File: src/rtl/mod_exp_pkg.sv
`default_nettype none
// +--------------------------------------------------------------------------+
// | Module      : mod_exp_pkg                                                |
// | Description : Shared types and helpers for the modular exponentiation    |
// |               engine: FSM state encoding and the fixed-latency formula.  |
// |               Optional feature macro: MOD_EXP_EARLY_TERM_EN              |
// | Revision    : 1.0                                                        |
// +--------------------------------------------------------------------------+
package mod_exp_pkg;

  // Engine control states
  typedef enum logic [1:0] {
    IDLE   = 2'd0,
    REDUCE = 2'd1,
    ROUND  = 2'd2,
    DONE   = 2'd3
  } state_t;

  // Latency from the accept cycle to the first cycle with a valid response
  // when the modulus is at least 2 and early termination is not built in:
  // one reduction phase plus one phase per exponent bit, each phase taking
  // WIDTH+1 cycles (WIDTH multiply cycles plus the hand-off cycle), plus one.
  function automatic int unsigned fixed_latency(input int unsigned width,
                                                input int unsigned exp_width);
    return (exp_width + 1) * (width + 1) + 1;
  endfunction

  // Latency for the trivial moduli 0 and 1, answered straight from IDLE
  localparam int unsigned C_SMALL_MOD_LATENCY = 1;

endpackage : mod_exp_pkg
`default_nettype wire

File: src/rtl/mod_exp_engine_mod_mult.sv
`default_nettype none
// +--------------------------------------------------------------------------+
// | Module      : mod_mult                                                   |
// | Description : Bit-serial interleaved modular multiplier, MSB first.      |
// |               product = a*b mod m, requires b < m. A start pulse in      |
// |               cycle T yields done (and a valid product) in cycle T+WIDTH.|
// | Revision    : 1.0                                                        |
// +--------------------------------------------------------------------------+
module mod_mult #(
  parameter int WIDTH = 16
) (
  input  logic             clk_in,
  input  logic             rst_n_in,
  input  logic             i_start,
  input  logic [WIDTH-1:0] i_a,
  input  logic [WIDTH-1:0] i_b,
  input  logic [WIDTH-1:0] i_m,
  output logic             o_done,
  output logic [WIDTH-1:0] o_product
);

  localparam int c_CNT_W = $clog2(WIDTH) + 1;

  logic               r_busy;
  logic [c_CNT_W-1:0] r_cnt;
  logic [WIDTH-1:0]   r_acc;
  logic [WIDTH-1:0]   r_a;
  logic [WIDTH-1:0]   r_b;
  logic [WIDTH-1:0]   r_m;

  logic [WIDTH-1:0]   w_acc_in;
  logic               w_bit_in;
  logic [WIDTH-1:0]   w_b_in;
  logic [WIDTH-1:0]   w_m_in;
  logic [WIDTH-1:0]   w_step;

  // One interleaved step: acc' = ((2*acc mod m) + (bit ? b : 0)) mod m.
  // With acc < m and b < m both intermediate sums stay below 2m, so a
  // single conditional subtract each and WIDTH+1 bits are enough.
  function automatic logic [WIDTH-1:0] f_step(input logic [WIDTH-1:0] acc,
                                              input logic             add,
                                              input logic [WIDTH-1:0] b,
                                              input logic [WIDTH-1:0] m);
    logic [WIDTH:0] dbl;
    logic [WIDTH:0] sum;
    dbl = {acc, 1'b0};
    if (dbl >= {1'b0, m}) dbl = dbl - {1'b0, m};
    sum = dbl + (add ? {1'b0, b} : {(WIDTH+1){1'b0}});
    if (sum >= {1'b0, m}) sum = sum - {1'b0, m};
    return sum[WIDTH-1:0];
  endfunction

  // The start cycle already processes the MSB straight from the inputs,
  // which is what lets done land exactly WIDTH cycles after start.
  always_comb begin
    w_acc_in = i_start ? {WIDTH{1'b0}} : r_acc;
    w_bit_in = i_start ? i_a[WIDTH-1]  : r_a[WIDTH-1];
    w_b_in   = i_start ? i_b           : r_b;
    w_m_in   = i_start ? i_m           : r_m;
    w_step   = f_step(w_acc_in, w_bit_in, w_b_in, w_m_in);
  end

  // Operand capture and the bit-serial accumulate loop
  always_ff @(posedge clk_in or negedge rst_n_in) begin
    if (!rst_n_in) begin
      r_busy <= 1'b0;
      r_cnt  <= '0;
      r_acc  <= '0;
      r_a    <= '0;
      r_b    <= '0;
      r_m    <= '0;
    end else if (i_start) begin
      r_busy <= 1'b1;
      r_cnt  <= c_CNT_W'(WIDTH - 1);
      r_acc  <= w_step;
      r_a    <= i_a << 1;
      r_b    <= i_b;
      r_m    <= i_m;
    end else if (r_busy) begin
      if (r_cnt != '0) begin
        r_cnt <= r_cnt - c_CNT_W'(1);
        r_acc <= w_step;
        r_a   <= r_a << 1;
      end else begin
        r_busy <= 1'b0;
      end
    end
  end

  assign o_done    = r_busy && (r_cnt == '0);
  assign o_product = r_acc;

endmodule : mod_mult
`default_nettype wire

File: src/rtl/mod_exp_engine.sv
`default_nettype none
// +--------------------------------------------------------------------------+
// | Module      : mod_exp_engine                                             |
// | Description : base^exp mod m by right-to-left square-and-multiply using  |
// |               two bit-serial modular multipliers. Fixed latency unless   |
// |               MOD_EXP_EARLY_TERM_EN is defined, which stops as soon as   |
// |               the remaining exponent bits are all zero.                  |
// | Revision    : 1.0                                                        |
// +--------------------------------------------------------------------------+
module mod_exp_engine
  import mod_exp_pkg::*;
#(
  parameter int WIDTH     = 16,
  parameter int EXP_WIDTH = 16
) (
  input  logic                 clk_in,
  input  logic                 rst_n_in,
  input  logic                 req_valid_in,
  output logic                 req_ready_out,
  input  logic [WIDTH-1:0]     base_in,
  input  logic [WIDTH-1:0]     modulus_in,
  input  logic [EXP_WIDTH-1:0] exponent_in,
  output logic                 resp_valid_out,
  input  logic                 resp_ready_in,
  output logic [WIDTH-1:0]     value_out,
  output logic                 error_out,
  output logic                 busy_out
);

  localparam int                 c_IDX_W    = (EXP_WIDTH > 1) ? $clog2(EXP_WIDTH) : 1;
  localparam logic [c_IDX_W-1:0] c_LAST_IDX = c_IDX_W'(EXP_WIDTH - 1);

  state_t               r_state;
  logic [WIDTH-1:0]     r_base;
  logic [WIDTH-1:0]     r_mod;
  logic [EXP_WIDTH-1:0] r_exp;
  logic [WIDTH-1:0]     r_b;
  logic [WIDTH-1:0]     r_r;
  logic [c_IDX_W-1:0]   r_idx;
  logic                 r_start;
  logic                 r_req_ready;
  logic                 r_resp_valid;
  logic [WIDTH-1:0]     r_value;
  logic                 r_error;
  logic                 r_busy;

  logic [WIDTH-1:0]     w_m0_a;
  logic [WIDTH-1:0]     w_m0_b;
  logic                 w_m0_start;
  logic                 w_m1_start;
  logic                 w_m0_done;
  logic                 w_m1_done;
  logic [WIDTH-1:0]     w_m0_p;
  logic [WIDTH-1:0]     w_m1_p;
  logic                 w_round_done;
  logic [WIDTH-1:0]     w_r_next;
  logic                 w_last_round;
  logic                 w_skip_rounds;

  // Multiplier 0 reduces the base during REDUCE and computes r*b in rounds;
  // multiplier 1 only squares b and is started in rounds only.
  always_comb begin
    w_m0_a       = (r_state == REDUCE) ? r_base : r_r;
    w_m0_b       = (r_state == REDUCE) ? WIDTH'(1) : r_b;
    w_m0_start   = r_start;
    w_m1_start   = r_start && (r_state == ROUND);
    w_round_done = w_m0_done && w_m1_done;
    w_r_next     = r_exp[r_idx] ? w_m0_p : r_r;
  end

`ifdef MOD_EXP_EARLY_TERM_EN
  logic [c_IDX_W:0]     w_idx_next;
  logic [EXP_WIDTH-1:0] w_exp_rest;

  // Stop once no set exponent bit remains above the current round
  always_comb begin
    w_idx_next    = {1'b0, r_idx} + (c_IDX_W+1)'(1);
    w_exp_rest    = r_exp >> w_idx_next;
    w_last_round  = (r_idx == c_LAST_IDX) || (w_exp_rest == '0);
    w_skip_rounds = (r_exp == '0);
  end
`else
  // Every exponent bit gets a round so timing never depends on the key
  always_comb begin
    w_last_round  = (r_idx == c_LAST_IDX);
    w_skip_rounds = 1'b0;
  end
`endif

  mod_mult #(.WIDTH(WIDTH)) u_mult_rb (
    .clk_in    (clk_in),
    .rst_n_in  (rst_n_in),
    .i_start   (w_m0_start),
    .i_a       (w_m0_a),
    .i_b       (w_m0_b),
    .i_m       (r_mod),
    .o_done    (w_m0_done),
    .o_product (w_m0_p)
  );

  mod_mult #(.WIDTH(WIDTH)) u_mult_bb (
    .clk_in    (clk_in),
    .rst_n_in  (rst_n_in),
    .i_start   (w_m1_start),
    .i_a       (r_b),
    .i_b       (r_b),
    .i_m       (r_mod),
    .o_done    (w_m1_done),
    .o_product (w_m1_p)
  );

  // Control FSM with registered handshake and result outputs
  always_ff @(posedge clk_in or negedge rst_n_in) begin
    if (!rst_n_in) begin
      r_state      <= IDLE;
      r_base       <= '0;
      r_mod        <= '0;
      r_exp        <= '0;
      r_b          <= '0;
      r_r          <= '0;
      r_idx        <= '0;
      r_start      <= 1'b0;
      r_req_ready  <= 1'b1;
      r_resp_valid <= 1'b0;
      r_value      <= '0;
      r_error      <= 1'b0;
      r_busy       <= 1'b0;
    end else begin
      r_start <= 1'b0;
      case (r_state)
        IDLE: begin
          if (req_valid_in && r_req_ready) begin
            r_base      <= base_in;
            r_mod       <= modulus_in;
            r_exp       <= exponent_in;
            r_idx       <= '0;
            r_req_ready <= 1'b0;
            r_busy      <= 1'b1;
            if (modulus_in < WIDTH'(2)) begin
              // m==0 is an error, m==1 makes every residue 0
              r_state      <= DONE;
              r_value      <= '0;
              r_error      <= (modulus_in == '0);
              r_resp_valid <= 1'b1;
            end else begin
              r_state <= REDUCE;
              r_error <= 1'b0;
              r_start <= 1'b1;
            end
          end
        end
        REDUCE: begin
          if (w_m0_done) begin
            r_b   <= w_m0_p;
            r_r   <= WIDTH'(1);
            r_idx <= '0;
            if (w_skip_rounds) begin
              r_state      <= DONE;
              r_value      <= WIDTH'(1);
              r_resp_valid <= 1'b1;
            end else begin
              r_state <= ROUND;
              r_start <= 1'b1;
            end
          end
        end
        ROUND: begin
          if (w_round_done) begin
            // Multiply always runs; the exponent bit only selects the result
            r_r <= w_r_next;
            r_b <= w_m1_p;
            if (w_last_round) begin
              r_state      <= DONE;
              r_value      <= w_r_next;
              r_resp_valid <= 1'b1;
            end else begin
              r_idx   <= r_idx + c_IDX_W'(1);
              r_start <= 1'b1;
            end
          end
        end
        DONE: begin
          if (resp_ready_in) begin
            r_state      <= IDLE;
            r_resp_valid <= 1'b0;
            r_req_ready  <= 1'b1;
            r_busy       <= 1'b0;
          end
        end
        default: r_state <= IDLE;
      endcase
    end
  end

  assign req_ready_out  = r_req_ready;
  assign resp_valid_out = r_resp_valid;
  assign value_out      = r_value;
  assign error_out      = r_error;
  assign busy_out       = r_busy;

`ifndef SYNTHESIS
`ifndef MOD_EXP_EARLY_TERM_EN
  localparam int unsigned c_LATENCY = fixed_latency(WIDTH, EXP_WIDTH);
  int unsigned r_sim_cycle;

  // Cycle index since accept; every response must land at a fixed latency
  always_ff @(posedge clk_in or negedge rst_n_in) begin
    if (!rst_n_in) begin
      r_sim_cycle <= 0;
    end else begin
      case (r_state)
        IDLE:          if (req_valid_in && r_req_ready) r_sim_cycle <= 1;
        REDUCE, ROUND: r_sim_cycle <= r_sim_cycle + 1;
        DONE: begin
          if (r_sim_cycle != 0) begin
            assert ((r_sim_cycle == c_LATENCY) || (r_sim_cycle == C_SMALL_MOD_LATENCY))
              else $error("mod_exp_engine: response latency %0d off", r_sim_cycle);
          end
          r_sim_cycle <= 0;
        end
        default: r_sim_cycle <= 0;
      endcase
    end
  end
`endif
`endif

endmodule : mod_exp_engine
`default_nettype wire

File: config.mk
export PLATFORM = sky130hd
export DESIGN_NAME = mod_exp_engine
export DESIGN_NICKNAME = d
export VERILOG_FILES = /design/src/rtl/mod_exp_pkg.sv /design/src/rtl/mod_exp_engine_mod_mult.sv /design/src/rtl/mod_exp_engine.sv
export SDC_FILE = /design/constraint.sdc
export NUM_CORES = 1
export LEC_CHECK = 0
export ABC_CLOCK_PERIOD_IN_PS = 7000
export BUFFER_PORTS_ARGS = -buffer_cell sky130_fd_sc_hd__buf_2
export CORE_MARGIN = 8
export CORE_UTILIZATION = 57
export DETAILED_ROUTE_END_ITERATION = 7
export PLACE_DENSITY_LB_ADDON = 0.15
export SYNTH_ARGS = -nofsm -noshare
export SYNTH_HDL_FRONTEND = slang
export SYNTH_SLANG_ARGS = --single-unit
File: constraint.sdc
create_clock -name clk_in -period 7 [get_ports clk_in]
set_input_delay 0.7 -clock clk_in [delete_from_list [all_inputs] [get_ports clk_in]]
set_output_delay 0.7 -clock clk_in [all_outputs]
set_load 0.02 [all_outputs]
; ---- After elaboration in Yosys (flattened, before gate mapping)
; Index checks and enable logic that the tools add are counted.
[word_totals]
inputBits = 52
reg_bits = 247
elab_cells = 164
[op_classes]
n_reduce_logical = 28
add_sub_neg = 9
n_lt_le_gt_ge = 6
bitwise = 1
n_mux = 84
n_eq_ne = 11
[op_table]
columns = operator, count
row1 = 16-bit two-way mux, 33
row2 = 16-bit one-hot mux with 2 select lines, 3
row3 = 17-bit by 16-bit >= comparator with 1-bit output, 4
row4 = 17-bit by 16-bit adder with 17-bit output, 2
row5 = 17-bit two-way mux, 2
row6 = 17-bit by 16-bit subtractor with 17-bit output, 2
row7 = 16-bit subtractor, 2
row8 = 5-bit two-way mux, 6
row9 = 1-bit two-way mux, 23
row10 = 16-bit logical NOT, 1
row11 = 16-bit by 2-bit less-than comparator with 1-bit output (second input constant), 1
row12 = 4-bit two-way mux, 4
row13 = 5-bit AND reduction, 3
row14 = 2-bit inequality test (second input constant), 7
row15 = 2-bit nonzero test, 7
row16 = 2-bit two-way mux, 6
row17 = 4-bit one-hot mux with 3 select lines, 1
row18 = 5-bit logical NOT, 2
row19 = 5-bit nonzero test, 2
row20 = 5-bit by 1-bit subtractor with 5-bit output (second input constant), 2
row21 = 2-bit one-hot mux with 4 select lines, 1
row22 = 1-bit one-hot mux with 3 select lines, 2
row23 = 2-bit AND reduction, 3
row24 = 3-bit AND reduction, 2
row25 = 12 further kinds, 18

; ---- Longest topological paths before layout
; Gate-level depths: netlist of the first run.
[logic_depth]
depth_word = 11
mapped_depth = 36
depth_no_buf = 31

; ---- Modules after synthesis
; A second synthesis of the first run with hierarchy kept.
[hier_totals]
hier_cells = 1723
hier_area_um2 = 16652.2
[by_module_without_submodules]
columns = mod, area_per_inst_um2, n_inst, cells_each
row1 = mod_mult at u_mult_rb, 5606.6, 1, 615
row2 = mod_mult at u_mult_bb, 5547.8, 1, 609
row3 = mod_exp_engine, 5497.8, 1, 499

; ---- Worst setup path after synthesis of the first run
; OpenSTA, ideal clock, no wires.
[synth_timing]
kind = register to register
from = reg r_start
to = reg u_mult_rb.r_acc[2], in the netlist u_mult_rb.o_product[2]
stages_incl_launch_ff = 33
synth_period_minus_slack_ns = 7.703
path_slack_ns = -0.703
required_time_ns = 6.855
arrival_time_ns = 7.558
setup_ns = 0.145
n_path_buf = 5
path_cell_list = dfrtp_1 -> clkbuf_1 -> clkbuf_1 -> buf_1 -> mux2i_1 -> ha_1 -> and4_1 -> a21o_1 -> o2111ai_1 -> a31oi_1 -> a31oi_1 -> o21ai_1 -> clkbuf_1 -> mux2_2 -> ha_1 -> a21o_1 -> a211oi_1 -> o211ai_1 -> and2_1 -> a21o_1 -> a211oi_1 -> nor3_1 -> ha_1 -> and4_1 -> nand3_1 -> o21bai_1 -> a31o_2 -> o21ai_0 -> nor2_1 -> mux2i_4 -> buf_4 -> mux2i_1 -> o22ai_1
[synth_via]
elab_chain_len = 9
elab_cells_between_ends = 18
cone_classes = 3 x add/sub / 2 x order compare / 10 x mux / 3 x reduce/logical
[synth_rtl]
columns = element, line
row1 = "start, declared", mod_exp_engine.sv:40  ; logic r_start;
row2 = "start signal, assigned", mod_exp_engine.sv:122  ; r_start <= 1'b0;
row3 = "start signal, assigned", mod_exp_engine.sv:129  ; r_start <= 1'b0;
row4 = "start signal, assigned", mod_exp_engine.sv:148  ; r_start <= 1'b1;
row5 = "16-bit two-way mux, on equally long branches", -
row6 = 17-bit by 16-bit subtractor with 17-bit output / 17-bit by 16-bit >= comparator with 1-bit output (equally long branches), mod_exp_engine_mod_mult.sv:47  ; if (dbl >= {1'b0, m}) dbl = dbl - {1'b0, m};
row7 = 17-bit two-way mux, mod_exp_engine_mod_mult.sv:47
row8 = 17-bit by 16-bit adder with 17-bit output, mod_exp_engine_mod_mult.sv:48  ; sum = dbl + (add ? {1'b0, b} : {(WIDTH+1){1'b0}});
row9 = 16-bit subtractor / 17-bit by 16-bit >= comparator with 1-bit output (equally long branches), mod_exp_engine_mod_mult.sv:49  ; if (sum >= {1'b0, m}) sum = sum - {1'b0, m};
row10 = 16-bit two-way mux, mod_exp_engine_mod_mult.sv:49
row11 = 16-bit two-way mux, mod_exp_engine_mod_mult.sv:80  ; if (r_cnt != '0) begin
row12 = 16-bit two-way mux, mod_exp_engine_mod_mult.sv:79  ; end else if (r_busy) begin
row13 = 16-bit two-way mux, mod_exp_engine_mod_mult.sv:72  ; end else if (i_start) begin
row14 = "end signal, assigned", mod_exp_engine_mod_mult.sv:75  ; r_acc <= w_step;
row15 = "end signal, assigned", mod_exp_engine_mod_mult.sv:82  ; r_acc <= w_step;
row16 = "end, declared", mod_exp_engine_mod_mult.sv:26  ; logic [WIDTH-1:0] r_acc;
; Parallel ways exist; a longest one is shown, timed or not. The select of a mux whose other input is x is not followed.
; A chain may end at the register's enable or synchronous reset.

; ---- Final worst setup path of the first run
[layout_timing]
from = reg r_state[0]
to = reg u_mult_bb.r_acc[4], in the netlist u_mult_bb.o_product[4]
[layout_via]
elab_chain_len = 11
elab_cells_between_ends = 20
cone_classes = 3 x add/sub / 2 x order compare / 1 x eq/ne / 10 x mux / 4 x reduce/logical
[layout_rtl]
columns = element, line
row1 = "start, declared", mod_exp_engine.sv:33  ; state_t r_state;
row2 = "start signal, assigned", mod_exp_engine.sv:115  ; r_state <= IDLE;
row3 = "start signal, assigned", mod_exp_engine.sv:141  ; r_state <= DONE;
row4 = "start signal, assigned", mod_exp_engine.sv:146  ; r_state <= REDUCE;
row5 = 2-bit == test (*), mod_exp_engine.sv:66  ; w_m1_start = r_start && (r_state == ROUND);
row6 = 1-bit logical AND (*), mod_exp_engine.sv:66
row7 = "16-bit two-way mux, on equally long branches", "mod_exp_engine_mod_mult.sv:59, mod_exp_engine_mod_mult.sv:56"
row8 = 17-bit by 16-bit subtractor with 17-bit output / 17-bit by 16-bit >= comparator with 1-bit output (equally long branches), mod_exp_engine_mod_mult.sv:47
row9 = 17-bit two-way mux, mod_exp_engine_mod_mult.sv:47
row10 = 17-bit by 16-bit adder with 17-bit output, mod_exp_engine_mod_mult.sv:48
row11 = 16-bit subtractor / 17-bit by 16-bit >= comparator with 1-bit output (equally long branches), mod_exp_engine_mod_mult.sv:49
row12 = 16-bit two-way mux, mod_exp_engine_mod_mult.sv:49
row13 = 16-bit two-way mux, mod_exp_engine_mod_mult.sv:80
row14 = 16-bit two-way mux, mod_exp_engine_mod_mult.sv:79
row15 = 16-bit two-way mux, mod_exp_engine_mod_mult.sv:72
row16 = "end signal, assigned", mod_exp_engine_mod_mult.sv:75
row17 = "end signal, assigned", mod_exp_engine_mod_mult.sv:82
row18 = "end, declared", mod_exp_engine_mod_mult.sv:26
; Every way passes the cells marked *; elsewhere a longest branch is shown, timed or not. The select of a mux whose other input is x is not followed.

==> results of run 1 <==
worst max path at each step:
stage	to	slack [ns]	startpoint	depth (start not counted)
2_1_floorplan	u_mult_bb.o_product[4]	0.003	r_state[0]	35
3_3_place_gp	u_mult_rb.o_product[10]	-0.13	r_start	31
3_5_place_dp	u_mult_rb.o_product[0]	-0.14	r_start	30
4_1_cts	u_mult_rb.o_product[0]	0.02	r_start	31
5_1_grt	u_mult_bb.o_product[4]	-0.11	r_state[0]	34
6_report	u_mult_bb.o_product[4]	0.18	r_state[0]	34
cells in the final DEF, fill, tap and decap left out, types with 9 or more instances in the layout:
| cell | Yosys | final |
|---|---|---|
| a21o_1 | 36 | 36 |
| a21oi_1 | 123 | 115 |
| a22o_1 | 17 | 17 |
| a32o_1 | 14 | 14 |
| and2_1 | 24 | 24 |
| and3_1 | 23 | 22 |
| buf_2 | 2 | 70 |
| buf_4 | 1 | 84 |
| clkbuf_16 | 0 | 32 |
| dfrtp_1 | 244 | 243 |
| ha_1 | 105 | 95 |
| inv_1 | 75 | 73 |
| mux2_2 | 64 | 64 |
| mux2i_1 | 119 | 109 |
| nand2_1 | 202 | 201 |
| nand2b_1 | 10 | 10 |
| nand3_1 | 33 | 32 |
| nand4_1 | 9 | 9 |
| nor2_1 | 93 | 93 |
| nor2b_1 | 36 | 35 |
| nor3_1 | 20 | 18 |
| o21a_1 | 14 | 12 |
| o21ai_0 | 90 | 85 |
| o21ai_1 | 12 | 15 |
| o21bai_1 | 12 | 11 |
| o22ai_1 | 9 | 9 |
| o2bb2ai_1 | 19 | 19 |
| xnor2_1 | 50 | 47 |
| xor2_1 | 31 | 31 |
routing by layer:
metal / vias to the layer above / wire length, um
li1: 6280 / -
met1: 6469 / 20500
met2: 345 / 21500
met3: 90 / 2130
met4: 0 / 1710
met5: - / 0
worst max-delay path: cells and delay by family, from the launching register on:
family          cells  cell delay [ns]
mux                 1             0.19
fa+ha+maj           4             1.33
compound gates      8             1.81
simple gates       15             2.01
xor+xnor            1             0.21
buf+inv             5             0.77
flops               1             0.37
power groups by stage:
stage / clock [mW] / sequential, mW / combinational, mW
floorplan: 0 / 1.44 / 0.000843
finish: 1.54 / 1.42 / 0.0456
global route: 1.62 / 1.42 / 0.0536
global placement: 0 / 1.44 / 0.0474
CTS: 1.56 / 1.42 / 0.0481
detailed placement: 0 / 1.44 / 0.0479
stage by stage:
stage                     utilization [%]  setup TNS [ns]
after floorplan                         -               0
after global placement               61.7           -1.50
after detailed placement             61.7           -1.61
after CTS                            65.3               0
after global routing                 67.3          -0.952
final                                67.3               0
registers in the layout (all words and copies together), names as in the netlist, 5 cells and up:
signal and flops:
r_mod 16, value_out 16, u_mult_bb.r_m 16, u_mult_rb.r_m 16
u_mult_rb.o_product 16, u_mult_bb.r_b 16, u_mult_bb.o_product 16, u_mult_rb.r_b 16
u_mult_rb.r_a 15, r_exp 16, u_mult_bb.r_a 15, u_mult_bb.r_cnt 5
r_b 16, r_r 16, r_base 16, u_mult_rb.r_cnt 5
layout make-up:
type | count | area, um^2 | area share, %
multi-input cells | 1288 | 9480 | 50.9
flip-flops and latches | 245 | 6130 | 33.0
repair buffers | 169 | 1250 | 6.75
clock buffers | 38 | 810 | 4.35
well taps | 378 | 473 | 2.54
inverters | 75 | 285 | 1.53
clock inverters | 14 | 170 | 0.915
repair_timing:
action / 4_1_cts / 5_1_grt
buffers inserted: 1 / 24
gates cloned: 0 / 3
hold buffers: 0 / 0
resized for setup: 3 / 66
endpoints found under the setup margin: 16 / 32
pin swaps: 0 / 19
cell families (layout without fill, tap and decap cells):
family | Yosys count | in the layout | synth area share [%]
and+or+nand+nor | 485 | 485 | 14.4
AOI/OAI and AO/OA | 425 | 425 | 17.4
DFF | 245 | 245 | 38.6
buffers and inverters | 146 | 296 | 3.59
xor gates and xnor gates | 81 | 81 | 4.47
muxes | 186 | 186 | 12.5
adders and majority gates | 111 | 111 | 9.03
==> summary.md, run 1 <==
| Metric | Value |
|---|---|
| Post-Syn Area | 0.0159 mm^2 |
| Design area | 0.0186 mm^2 |
| Synth Register Bits | 245 |
| Int Pwr | 2.35 mW |
| Synth top area share | 38.5% |
| Tightest Pin Transition | 1.04 ns |
| Total number of vias | 13,200 |
| Fin crit share | 97.5% |
| Setup crit start kind | register |
| Finished Layout Cells | 2,207 |
| Clock tree from TritonCTS | yes |
| Met2 GRT Util | 43.3% |
| Critical Path Most Common Cell | nor2_1 |
| H-Tree Depth | 1 |
| Detail-routed via count per cell | 5.97 |
| Clock power share | 51.3% |
| GPL Wtd Cong | 1.01 |
| Nets | 1,970 |
| Final Hold Fails | 0 |
| Synth top area cells | dfrtp_1 (38%), ha_1 (8.3%), mux2i_1 (7.5%), nand2_1 (4.8%), mux2_2 (4.5%) |
| Setup WS pre-CTS | -0.136 ns |
| First-pass detailed-route iteration total | 5 |
| Crit end category | register |
| Clock latency on the worst-skew pair | 0.55 ns |
| Die Y | 183 um |
| Clk root buf | clkbuf_16 |
| Grt peak-use layer | met2 |
| Post-route DRC | 0 |
| Wire per inst | 20.8 um |
| Total CTS buffers | 28 |
| Worst hold path class | in -> async |
| Clock skew | 0.0232 ns |
| Core Area | 0.0276 mm^2 |
| Die span in x | 183 um |
| DRT Wirelength | 45.9 mm |
| Cell variety after synth | 78 |
| Top-count cell post-synth | dfrtp_1 |
| Hold_ws | 0.296 ns |
| Tot GR Track Use | 26.5% |
| Layout cells sized above 1 | 19.7% |
| Area leader, netlist | dfrtp_1 |
| Global-route wire length before repair | 70.8 mm |
| Reg clk slew, reported paths | 0.06 ns |
| M3 GR Usage | 3.15% |
| Setup slack, reg-to-reg | 0.18 ns |
| Initial antenna violation count | 0 |
| Critical R2R Launch | r_state[0] |
| Largest net degree at the start of global routing | 137 |
| Post-synth EDFFs | 0 |
| Area of placed instances | 0.0170 mm^2 |
| Switching power | 0.647 mW |
| Syn Area/Cell | 9.46 um^2 |
| Post-Syn Nets | 1,842 |
| Clock Path Buffers | 3 |
| Worst setup slack after layout | 0.176 ns |
| Placed Cells | 2,127 |
| Switching Share | 21.6% |
| Comb power frac | 1.5% |
| Leakage | 9.20 nW |
| Vias in the first global route | 12,700 |
| 1st-iter DRT viols | 1,194 |
| # IOs | 72 |
| Post-synth ARST share | 100% |
| Hpwl dp | 33.2 mm |
| Grt met1 use | 36.3% |
| Setup violations, final | 0 |
| Pwr Total | 3.00 mW |
| Fin. max-slew vios | 0 |
| # diodes | 0 |
| Max rail drop VDD | 0.186 mV |
| Fmax | 147 MHz |
| Most instantiated cells after synthesis | dfrtp_1 (244), nand2_1 (202), a21oi_1 (123) |
| Primary FF master, synth | dfrtp_1 |
| Max_cap viols | 0 |
| Status | complete, no violations |
| CTS Sinks | 245 |
| Reg2Reg Capture Point | u_mult_bb.o_product[4] |
| Syn Inst Count | 1,679 |
| Post-synthesis sequential area ratio | 38.6% |
| Final min period | 6.82 ns |
| Crit Path Category | reg -> reg |
| Worst path max stage delay | 0.40 ns |
| Rows | 61 |
| Power per cell area | 161 mW/mm^2 |
| Area Growth Syn to Fin | 17.2% |
| Reg2Reg Depth | 34 |
| CP arrival | 7.25 ns |
| Die area | 0.0334 mm^2 |
| Worst Path Required | 7.43 ns |
| Slew Limit Headroom | 30.6% |
| Slowest-stage cell, CP | ha_2 |
| Ys Warns | 0 |
| GR Overflow Total | 0 |
| Flop pwr share | 47.2% |
| Max FO, Critical Path | 11 |
| Filler cells | 2,290 |
| Antenna Nets Post-Route | 0 |
| Buffers on Ports | 71 |
| Initial Utilization | 57.5% |
No activity file was read; power rests on OpenSTA's default activity.
==> run 2: changes to the inputs <==
--- a/config.mk
+++ b/config.mk
@@ -6,10 +6,11 @@
 export NUM_CORES = 1
 export LEC_CHECK = 0
 export ABC_CLOCK_PERIOD_IN_PS = 7000
-export BUFFER_PORTS_ARGS = -buffer_cell sky130_fd_sc_hd__buf_2
+export BUFFER_PORTS_ARGS = -buffer_cell sky130_fd_sc_hd__buf_4
 export CORE_MARGIN = 8
 export CORE_UTILIZATION = 57
 export DETAILED_ROUTE_END_ITERATION = 7
+export GPL_TIMING_DRIVEN = 0
 export PLACE_DENSITY_LB_ADDON = 0.15
 export SYNTH_ARGS = -nofsm -noshare
 export SYNTH_HDL_FRONTEND = slang
==> run 2 against run 1 <==
Against the previous run:
- die area is the same
- wire length up 5.3%
- sequential cell count unchanged
- final area up 5.5%
- worst setup slack worse by 0.035 ns
- worst hold slack better by 0.045 ns
- critical endpoint is now u_mult_bb.o_product[2]
==> summary.md, run 2 (synthesis gave the netlist of run 1 again) <==
| Metric | Value |
|---|---|
| Power per cell area | 148 mW/mm^2 (-8.5%) |
| Worst Path Required | 7.42 ns (about the same) |
| Max_cap viols | 0 (unchanged) |
| Die Y | 183 um (unchanged) |
| Antenna Nets Post-Route | 0 (unchanged) |
| Tot GR Track Use | 27.7% (+1.2 points) |
| # diodes | 0 (unchanged) |
| Area of placed instances | 0.0170 mm^2 (-0.33%) |
| Reg clk slew, reported paths | 0.06 ns (about the same) |
| Vias in the first global route | 13,400 (+5.5%) |
| Global-route wire length before repair | 73.7 mm (+4.1%) |
| Pwr Total | 2.90 mW (-3.5%) |
| CP arrival | 7.28 ns (+0.03 ns) |
| Clock tree from TritonCTS | yes |
| Leakage | 9.33 nW (+1.4%) |
| # IOs | 72 (unchanged) |
| Core Area | 0.0276 mm^2 (unchanged) |
| Layout cells sized above 1 | 22.3% (+2.6 points) |
| Max rail drop VDD | 0.156 mV (-16%) |
| Final min period | 6.86 ns (+0.0348 ns) |
| Highest-count cells in the layout ignoring fill and taps | dfrtp_1 (243), nand2_1 (200), buf_4 (134) |
| Crit end category | register |
| Setup violations, final | 0 (unchanged) |
| Clk root buf | clkbuf_16 |
| Fin crit share | 98.0% (+0.50 points) |
| Largest net degree at the start of global routing | 124 (-9.5%) |
| CTS Sinks | 245 (unchanged) |
| Slew Limit Headroom | 22.4% (-8.2 points) |
| Final Hold Fails | 0 (unchanged) |
| Setup crit start kind | register |
| Clock skew | 0.0185 ns (-0.00474 ns) |
| Rows | 61 (unchanged) |
| Buffers on Ports | 71 (unchanged) |
| Unrepaired setup endpoints after global routing | yes |
| Die span in x | 183 um (unchanged) |
| GPL Wtd Cong | 0.977 (-2.9%) |
| Tightest Pin Transition | 1.15 ns (+0.107 ns) |
| First-pass detailed-route iteration total | 5 (unchanged) |
| Clock Path Buffers | 3 (unchanged) |
| Critical Path Most Common Cell | clkbuf_16 |
| Crit Path Category | reg -> reg |
| Max FO, Critical Path | 8 (-3) |
| Hpwl dp | 35.0 mm (+5.4%) |
| Detail-routed via count per cell | 6.09 (+2.0%) |
| Worst setup slack after layout | 0.141 ns (-0.0348 ns) |
| Worst path max stage delay | 0.41 ns (about the same) |
| Clock latency on the worst-skew pair | 0.55 ns (about the same) |
| Setup WS pre-CTS | -2.14 ns (-2.01 ns) |
| Area Growth Syn to Fin | 23.6% |
| Design area | 0.0196 mm^2 (+5.5%) |
| Wire per inst | 21.5 um (+3.3%) |
| Most common cell after layout, fill and taps aside | dfrtp_1 |
| Fin. max-slew vios | 0 (unchanged) |
| Die area | 0.0334 mm^2 (unchanged) |
| Post-route DRC | 0 (unchanged) |
| 1st-iter DRT viols | 1,274 (+6.7%) |
| Status | complete, no violations |
| Total CTS buffers | 27 (-3.6%) |
| GR Overflow Total | 0 (unchanged) |
| H-Tree Depth | 1 (unchanged) |
| Slowest-stage cell, CP | dfrtp_1 |
| Initial antenna violation count | 1 (+1) |
| Total number of vias | 13,700 (+4.0%) |
| DRT Wirelength | 48.3 mm (+5.3%) |
| Fmax | 146 MHz (-0.51%) |
| Initial Utilization | 57.5% (unchanged) |
| Nets | 2,016 (+2.3%) |
| Worst hold path class | in -> reg |
==> run 2: path summary, 6_finish.rpt <==
check / from / to / cells after the start / slack, ns
max in group asynchronous: rst_n_in / r_mod[6] / 4 / 5.12
min reg2reg: u_mult_bb.r_b[7] / u_mult_bb.r_b[7] / 2 / 0.47
max: r_state[0] / u_mult_bb.o_product[2] / 34 / 0.14
min in group asynchronous: rst_n_in / r_exp[9] / 2 / 0.56
min: modulus_in[0] / error_out / 2 / 0.34
max reg2reg: r_state[0] / u_mult_bb.o_product[2] / 34 / 0.14
==> run 2: power by group <==
group	leakage (nW)	switching, mW	internal, mW	total (mW)
clock network	0.430	0.583	0.840	1.42
logic	5.48	0.0340	0.0223	0.0563
registers	3.41	0	1.42	1.42
==> run 2: worst max-delay path: cells and delay by family, from the launching register on <==
kind / cells / cell delay, ns
AOI/OAI and AO/OA: 7 / 1.37
xor gates and xnor gates: 1 / 0.29
adders and majority gates: 5 / 1.44
buffers and inverters: 7 / 0.96
DFF: 1 / 0.41
muxes: 2 / 0.45
and+or+nand+nor: 12 / 1.76
==> run 2: repair_timing <==
item | CTS | global route
hold buffers | 1 | 0
buffers inserted | 36 | 32
endpoints found under the setup margin | 32 | 32
cloned | 3 | 2
gates resized for setup | 126 | 99
pin swaps | 31 | 54
endpoints found under the hold margin | 18 | 0
==> run 2: layout make-up <==
cell class | instances | area [um^2]
plain buffers | 69 | 463
clock inverters | 6 | 95.1
well taps | 378 | 473
repair buffers | 147 | 1250
inverters | 75 | 285
multi-input cells | 1288 | 10100
flip-flops and latches | 245 | 6130
clock buffers | 42 | 782
fillers | 2117 | 8010
==> run 2: routing by layer <==
layer	global-route usage, %	part of all wire, %	routed length [um]
met5	0	0.027	13
met4	9.56	3.7	1800
met3	3.60	5.9	2860
met2	46.4	48	23100
met1	36.8	42	20500
==> run 2: metrics by stage <==
| step | util (%) | TNS (ns) | std cells | hold slack (ns) |
|---|---|---|---|---|
| after floorplan | - | 0 | 1679 | 0.404 |
| after global placement | 61.2 | -54.29 | 2128 | 0.453 |
| after detailed placement | 61.4 | -56.22 | 2130 | 0.460 |
| after CTS | 68.2 | 0 | 2216 | 0.335 |
| after global routing | 71.0 | -2.11 | 2250 | 0.335 |
| final | 71.0 | 0 | 2250 | 0.341 |
